**src/rtl/mem_block_mover.sv**
```systemverilog
// mem_block_mover: memory-side block copy / block fill engine.
//
// Drives a single-port word-addressed data memory whose read data is combinational and whose
// writes commit on the rising clock edge. A request accepted in IDLE either copies length words
// from src_addr to dst_addr, one read then one write per word, or fills length words at dst_addr
// with fill_data, one write per cycle.
//
// Ports:
//   clk, rst                 clock (rising edge), synchronous active-high reset
//   start, mode              request pulse (sampled in IDLE only); 0 = copy, 1 = fill
//   src_addr, dst_addr       first source / destination word address
//   length, fill_data        number of words; fill value
//   busy, done, error        transfer in progress; one-cycle completion; range error
//   words_done               words written in the current / last request
//   mem_address, mem_write_data, mem_read, mem_write, mem_read_data   memory interface
module mem_block_mover #(
    parameter int unsigned MEM_DEPTH = 2010,
    parameter int unsigned LEN_W     = 16
) (
    input  logic             clk,
    input  logic             rst,
    input  logic             start,
    input  logic             mode,
    input  logic [31:0]      src_addr,
    input  logic [31:0]      dst_addr,
    input  logic [LEN_W-1:0] length,
    input  logic [31:0]      fill_data,
    output logic             busy,
    output logic             done,
    output logic             error,
    output logic [LEN_W-1:0] words_done,
    output logic [31:0]      mem_address,
    output logic [31:0]      mem_write_data,
    output logic             mem_read,
    output logic             mem_write,
    input  logic [31:0]      mem_read_data
);

    typedef enum logic [1:0] {StIdle, StRead, StWrite, StDone} state_e;

    state_e           state_q, state_d;
    logic             mode_q, mode_d;
    logic [31:0]      src_q, src_d;
    logic [31:0]      dst_q, dst_d;
    logic [LEN_W-1:0] len_q, len_d;
    logic [31:0]      fill_q, fill_d;
    logic [31:0]      buf_q, buf_d;
    logic [LEN_W-1:0] wd_q, wd_d;
    logic             err_q, err_d;
    logic             busy_q, busy_d;
    logic             done_q, done_d;
    logic             rd_q, rd_d;
    logic             wr_q, wr_d;
    logic [31:0]      addr_q, addr_d;
    logic [31:0]      wdata_q, wdata_d;

    logic [32:0]      dst_end, src_end;
    logic             range_err;
    logic [LEN_W-1:0] wd_inc;
    logic [31:0]      wd_ext;

    // 33-bit sums so an address near 2^32 cannot wrap past the depth check.
    assign dst_end   = {1'b0, dst_addr} + 33'(length);
    assign src_end   = {1'b0, src_addr} + 33'(length);
    assign range_err = (length != '0) &&
                       ((dst_end > 33'(MEM_DEPTH)) || (!mode && (src_end > 33'(MEM_DEPTH))));
    assign wd_inc    = wd_q + 1'b1;

    always_comb begin
        state_d = state_q;
        mode_d  = mode_q;
        src_d   = src_q;
        dst_d   = dst_q;
        len_d   = len_q;
        fill_d  = fill_q;
        buf_d   = buf_q;
        wd_d    = wd_q;
        err_d   = err_q;
        unique case (state_q)
            StIdle: begin
                if (start) begin
                    mode_d = mode;
                    src_d  = src_addr;
                    dst_d  = dst_addr;
                    len_d  = length;
                    fill_d = fill_data;
                    wd_d   = '0;
                    err_d  = range_err;
                    if (range_err || (length == '0)) begin
                        state_d = StDone;
                    end else begin
                        state_d = mode ? StWrite : StRead;
                    end
                end
            end
            StRead: begin
                buf_d   = mem_read_data;
                state_d = StWrite;
            end
            StWrite: begin
                wd_d = wd_inc;
                if (wd_inc == len_q) begin
                    state_d = StDone;
                end else begin
                    state_d = mode_q ? StWrite : StRead;
                end
            end
            StDone: state_d = StIdle;
            default: state_d = StIdle;
        endcase

        // Outputs are registered: derive them from the state being entered.
        wd_ext  = 32'(wd_d);
        busy_d  = (state_d == StRead) || (state_d == StWrite);
        done_d  = (state_d == StDone);
        rd_d    = (state_d == StRead);
        wr_d    = (state_d == StWrite);
        addr_d  = '0;
        wdata_d = '0;
        if (state_d == StRead) begin
            addr_d = src_d + wd_ext;
        end else if (state_d == StWrite) begin
            addr_d  = dst_d + wd_ext;
            wdata_d = mode_d ? fill_d : buf_d;
        end
    end

    always_ff @(posedge clk) begin
        if (rst) begin
            state_q <= StIdle;
            mode_q  <= 1'b0;
            src_q   <= '0;
            dst_q   <= '0;
            len_q   <= '0;
            fill_q  <= '0;
            buf_q   <= '0;
            wd_q    <= '0;
            err_q   <= 1'b0;
            busy_q  <= 1'b0;
            done_q  <= 1'b0;
            rd_q    <= 1'b0;
            wr_q    <= 1'b0;
            addr_q  <= '0;
            wdata_q <= '0;
        end else begin
            state_q <= state_d;
            mode_q  <= mode_d;
            src_q   <= src_d;
            dst_q   <= dst_d;
            len_q   <= len_d;
            fill_q  <= fill_d;
            buf_q   <= buf_d;
            wd_q    <= wd_d;
            err_q   <= err_d;
            busy_q  <= busy_d;
            done_q  <= done_d;
            rd_q    <= rd_d;
            wr_q    <= wr_d;
            addr_q  <= addr_d;
            wdata_q <= wdata_d;
        end
    end

    assign busy           = busy_q;
    assign done           = done_q;
    assign error          = err_q;
    assign words_done     = wd_q;
    assign mem_read       = rd_q;
    assign mem_write      = wr_q;
    assign mem_address    = addr_q;
    assign mem_write_data = wdata_q;

endmodule

```
**config.mk**
```make
export PLATFORM = sky130hd
export DESIGN_NAME = mem_block_mover
export DESIGN_NICKNAME = d
export VERILOG_FILES = /design/src/rtl/mem_block_mover.sv
export SDC_FILE = /design/constraint.sdc
export NUM_CORES = 1
export LEC_CHECK = 0
export ABC_AREA = 1
export CAP_MARGIN = 40
export CORE_MARGIN = 2
export CORE_UTILIZATION = 60
export DETAILED_ROUTE_END_ITERATION = 8
export PLACE_DENSITY = 0.95
export RECOVER_POWER = 100
export SLEW_MARGIN = 30
export SYNTH_ARGS = -nofsm -noshare
export SYNTH_HDL_FRONTEND = slang
export SYNTH_SLANG_ARGS = --single-unit
```
**constraint.sdc**
```tcl
create_clock -name clk -period 13.75 [get_ports clk]
set_input_delay 4.125 -clock clk [delete_from_list [all_inputs] [get_ports clk]]
set_output_delay 4.125 -clock clk [all_outputs]
set_load 0.02 [all_outputs]
```
==> reports/results.ini, run 1 <==
[outcome]
run_status=finished, violations left
violations=capacitance limit, slew limit

[cts]
cts_tree=built
cts_made_buffers=22
root_buffer=clkbuf_16
clk_latency_ns=0.54
clkTransAtPathRegs_ns=0.07
numClockSinks=232
clk_path_buf_depth=3
htreeDepth=1
cts_hold_buf=0
post_cts_buffers=0
ctsResizeCount=0

[yosys]
synthMuxAreaShare_pct=3.40
synthAdderAreaFrac_pct=6.19
synth.largest_area_cell=dfxtp_1
ys_seq_area_share_pct=30.9
ys_top_cells_by_area=dfxtp_1, nand2_1, nor2_1
syn_area_per_cell_um2=6.47
yosysWarnings=0
syn_inst=2323
ys_ff_latch=232
synth_flop_cell=dfxtp_1
synth.top_cell.area_share_pct=30.9
synth_compound_area_share_pct=12.7
synthSimpleGateAreaFrac_pct=35.2
synth-edff-count=0
synth_area_mm2=0.0150
synth.distinct_cells=55
async_flop_share_pct=0
synth.net_count=2543
synth-xor-area-share_pct=2.01
synth_top_family_by_area=simple AND/OR/NAND/NOR gates

[grt]
grt-ovfl-total=0
grt.busiest_layer=met2
grt_max_degree=100
antenna_found_initial=1
use_met1_pct=50.5
grt_pass1_vias=15879
grt_pass1_wl_mm=84.9
use_met3_pct=6.64
grt_util_met2_pct=69.0
track_usage_pct=40.9

[worst_setup_path]
crit_chain=dlygate4sd3_1 -> nand2_8 -> inv_4 -> clkbuf_1 -> or2_2 -> o21ai_0 -> inv_1 -> ha_1 -> nand3_1 -> nand2_1 -> inv_1 -> o21a_1 -> o21ai_0 -> inv_1 -> o21ai_0 -> nand2_1 -> nand2_1 -> nand3_1 -> or2_0 -> nand3_1 -> a21oi_1
crit_type=input port to register
cp.required_ns=14.00
critPathCaptureType=register
slowest_delay_ns=2.43
arrival_ns=11.31
path_max_fanout=99
startpoint_type=input port
critPathSlowestCell=clkbuf_1
rrSetupSlack_ns=6.45

[detailed_routing]
firstDrtPassIters=8
drt-total-wl_mm=55.5
antenna_left=0
first_iter_violations=2232
vias=16806
drc=0
via_per_inst=5.86
avgRoutedWirePerCell_um=19.4

[timing]
fin_skew_ns=0.0234
setup_slack_ns=2.69
slew_headroom_pct=-170
rsz0062_at_grt=false
fmax_mhz=90.4
fin_setup_tns_ns=0
fin_crit_sh_pct=80.4
final-setup-viol-count=0
slew_viol_final=282
post-route-min-period_ns=11.06
hold_viol_final=0
worst_pin_slew_ns=4.06

[placed_design]
place_ws_ns=3.93
dp_hpwl_mm=41.3
place_congestion=0.998
port_buffers=232

[floorplan]
ioPinCount=233
die_h_um=162
die_area_mm2=0.0263
coreArea_mm2=0.0245
start_util_pct=61.4
die_w_um=162
rows=57

[final_layout]
fillers=1883
drive_gt1_share_pct=5.27
layout.nets=2746
layout-area-overhead-vs-synth_pct=21.9

[flow_run]
cap_violations=4

[hold_path]
hold_class=register to register

[power_and_ir_drop]
ir_drop_mv=0.130
finalPower_w=0.00219
power.leakage_nw=9.15
power_density_mw_per_mm2=119

[worst paths after layout]
check,start,to,cells after the start
setup / recovery,start,mem_address[27],21
hold / removal,len_q[8],len_q[8],2
setup reg to reg,state_q[0],mem_address[27],21
hold reg to reg,len_q[8],len_q[8],2
[cell usage after synthesis (all sizes together), types with 4 or more instances]
cell type and n:
a21boi 21, a21oi 156, buf 18, clkbuf 45, dfxtp 232, fa 4, ha 68, inv 303
mux2i 51, nand2 596, nand3 121, nand3b 18, nand4 43, nor2 326, nor3 39, nor4 21
o21a 4, o21ai 142, o21bai 6, or2 52, xnor2 12, xor2 20
[area by class of cell]
type	instances	area, µm²	share of cell area, %
clock buffers	27	609	3.32
multi-input cells	1722	8950	48.8
diodes	1	2.50	0.0137
repair buffers	242	2380	13.0
flip-flops and latches	232	4640	25.3
inverters	306	1150	6.28
clock inverters	13	188	1.02
well taps	324	405	2.21
[cell usage in the layout, fill, tap and decap left out, types with 18 or more instances in the layout]
| cell | n |
|---|---|
| nor2_1 | 318 |
| dlygate4sd3_1 | 88 |
| dfxtp_1 | 232 |
| inv_1 | 296 |
| nand4_1 | 43 |
| xor2_1 | 20 |
| nand2_1 | 590 |
| ha_1 | 68 |
| nand3b_1 | 18 |
| a21oi_1 | 154 |
| o21ai_0 | 114 |
| nor3_1 | 33 |
| a21boi_0 | 21 |
| clkbuf_16 | 22 |
| mux2i_1 | 51 |
| or2_2 | 42 |
| nand3_1 | 120 |
| nor4_1 | 18 |
| clkdlybuf4s50_1 | 143 |
[power by group]
part | total (W) | internal [W] | switching (W) | leakage, nW
logic | 0.000750 | 0.000259 | 0.000491 | 6.87
registers | 0.000771 | 0.000742 | 0.0000290 | 1.90
clock network | 0.000669 | 0.000379 | 0.000289 | 0.381
[per-stage QoR]
stage | hold slack [ns] | instances | utilization [%] | cell area [µm²]
3_5_place_dp | 0.478 | 2823 | 71.8 | 17600
5_1_grt | 0.507 | 2867 | 74.9 | 18300
6_report | 0.493 | 2867 | 74.9 | 18300
3_3_place_gp | 0.466 | 2821 | 71.6 | 17500
4_1_cts | 0.489 | 2863 | 75.0 | 18400
2_1_floorplan | 0.446 | 2323 | - | 15000
[flip-flops by register name, indices dropped and copies added (netlist names)]
register / cells
buf_q: 32
dst_q: 32
fill_q: 32
mem_address: 32
mem_write_data: 32
src_q: 32
len_q: 16
words_done: 16
state_q: 2
busy: 1
done: 1
error: 1
mem_read: 1
mem_write: 1
mode_q: 1
[cells by family (layout without fill, tap and decap cells)]
logic type               after synthesis  count (layout)
AO/OA/AOI/OAI                        344             344
XOR/XNOR                              33              33
adder cells (fa/ha/maj)               72              72
buffers and inverters                369             588
flip-flops                           232             232
multiplexers                          51              51
other                                  0               1
AND/OR/NAND/NOR                     1222            1222
[critical path: cells and delay by family]
| kind | cells | cell delay, ns |
|---|---|---|
| buf+inv | 6 | 3.83 |
| simple gates | 9 | 1.85 |
| compound gates | 5 | 1.23 |
| fa+ha+maj | 1 | 0.21 |
[metal layers]
layer | vias to the layer above | routed length, µm
met5 | - | 0
met4 | 0 | 3430
met3 | 247 | 5230
met2 | 1059 | 25600
met1 | 7625 | 21200
li1 | 7875 | -
(Power assumes the default switching activity.)
==> run 2, diff against run 1 <==
CORE_UTILIZATION = 55   (was 60)
PLACE_DENSITY = 0.9   (was 0.95)
clock period = 11.4 ns   (was 13.75 ns; I/O delays follow)
==> run 2 against run 1 <==
Compared with the run above: the run still ends with capacitance limit, slew limit left; clock skew about the same; sequential cell count stayed put; die area increased by 8.9%.
==> reports/results.ini, run 2 (synthesis gave the netlist of run 1 again) <==
[detailed_routing]
antenna_left=0
via_per_inst=5.67
first_iter_violations=1777
drc=0
drt-total-wl_mm=52.9
avgRoutedWirePerCell_um=18.3
firstDrtPassIters=6
vias=16345

[timing]
slew_headroom_pct=-219
final-setup-viol-count=0
fin_crit_sh_pct=83.0
fmax_mhz=106
fin_setup_tns_ns=0
worst_pin_slew_ns=4.79
fin_skew_ns=0.0231
rsz0062_at_grt=false
hold_viol_final=0
slew_viol_final=151
post-route-min-period_ns=9.47

[final_layout]
final_cell_area_mm2=0.0184
layout.nets=2746
fillers=2282
multi_input_area_mm2=0.00895
final_common_cell=nand2_1
layout-area-overhead-vs-synth_pct=22.1
final_cell_mix=nand2_1, nor2_1, inv_1
drive_gt1_share_pct=5.31
ff_latch_area_mm2=0.00464

[floorplan]
ioPinCount=233
die_h_um=169
start_util_pct=55.9
rows=60
die_w_um=169
coreArea_mm2=0.0269
die_area_mm2=0.0287

[grt]
grt-ovfl-total=0
grt_pass1_wl_mm=81.4
grt_max_degree=106
track_usage_pct=35.7
antenna_found_initial=2
grt_pass1_vias=15478

[power_and_ir_drop]
power.leakage_nw=9.17
finalPower_w=0.00259
power_density_mw_per_mm2=141
ir_drop_mv=0.159

[placed_design]
port_buffers=232
dp_hpwl_mm=40.3
place_congestion=0.970
place_area_mm2=0.0176

[worst_setup_path]
crit_end=mem_address[31]
rrSetupSlack_ns=4.95
reg2regPathDepth=24
startpoint_type=input port
crit_chain=dlygate4sd3_1 -> nand2_8 -> inv_4 -> clkbuf_1 -> or2_2 -> o21ai_0 -> inv_1 -> ha_1 -> nand3_1 -> nand2_1 -> inv_1 -> o21a_1 -> o21ai_2 -> inv_1 -> o21ai_0 -> nand2_1 -> nand2_1 -> nand3_1 -> inv_1 -> nand2_1 -> nor2_1 -> nor2_1 -> nand2_1 -> a21oi_1
r2r-end=mem_address[31]
reg2reg_from=state_q[0]
path_max_fanout=99
worstSetupPathDepth=24
critPathMostFrequentCell=nand2_1
crit_buf_inv=7
critPathCaptureType=register
slowest_delay_ns=1.38
critPathSlowestCell=clkbuf_1
crit_family=buffers and inverters
crit_type=input port to register
setup.worst_path.start=start
arrival_ns=9.64
cp.required_ns=11.57

[cts]
cts_hold_buf=0
cts_made_buffers=23
htreeDepth=1
post_cts_buffers=0
clkTransAtPathRegs_ns=0.06
ctsResizeCount=0
clk_latency_ns=0.54
root_buffer=clkbuf_16
cts_tree=built
numClockSinks=232
clk_path_buf_depth=3

[outcome]
run_status=finished, violations left
violations=capacitance limit, slew limit

[hold_path]
hold_class=register to register

[flow_run]
cap_violations=2

[run 2: cell types whose count changed in the layout (fill, tap and decap cells not counted), sizes merged]
cell	change
inv	-2
clkinv	+1
clkinvlp	-2
bufinv	-2
clkbuf	+4
clkdlybuf4s50	+1
buf	+1
dlygate4sd3	-1
[run 2: stage by stage]
step | instances | util [%] | hold slack [ns] | setup WS (ns)
after floorplan | 2323 | - | 0.446 | 4.56
after global placement | 2838 | 65.3 | 0.466 | 2.27
after detailed placement | 2840 | 65.4 | 0.471 | 2.27
after CTS | 2881 | 68.3 | 0.481 | 2.74
after global routing | 2883 | 68.3 | 0.506 | 1.39
final | 2884 | 68.3 | 0.484 | 1.93
[run 2: final cells by class]
type	count	share of cell area [%]
Clock inverter	8	0.532
Inverter	306	6.27
Timing Repair Buffer	241	13.1
Tap cell	341	2.32
Multi-Input combinational cell	1722	48.8
Clock buffer	33	3.72
Sequential cell	232	25.3
Antenna cell	1	0.0136
[run 2: power breakdown]
part           switching (W)  total (W)  internal, W
sequential         0.0000337   0.000929     0.000895
clock               0.000335   0.000779     0.000445
combinational       0.000575   0.000886     0.000311
total               0.000944    0.00259      0.00165
[run 2: worst min-delay path by stage]
| stage | from | end | slack (ns) | cells after the start |
|---|---|---|---|---|
| 2_1_floorplan | len_q[15] | len_q[15] | 0.45 | 2 |
| 3_3_place_gp | fill_q[24] | fill_q[24] | 0.47 | 2 |
| 3_5_place_dp | len_q[13] | len_q[13] | 0.47 | 2 |
| 4_1_cts | len_q[13] | len_q[13] | 0.48 | 2 |
| 5_1_grt | len_q[0] | len_q[0] | 0.51 | 2 |
| 6_report | len_q[13] | len_q[13] | 0.48 | 2 |
[run 2: routing by layer]
layer	GRT usage (%)	part of all wire [%]	up-vias
met2	61.1	47	806
met5	0	0.025	-
li1	-	-	7897
met1	44.3	40	7474
met3	5.55	8.1	166
met4	16.3	5.1	2
[run 2: worst min-delay path, stage by stage (launching register included)]
cell and delay, ns:
dfxtp_1 0.32, nand2_1 0.07, a21oi_1 0.06
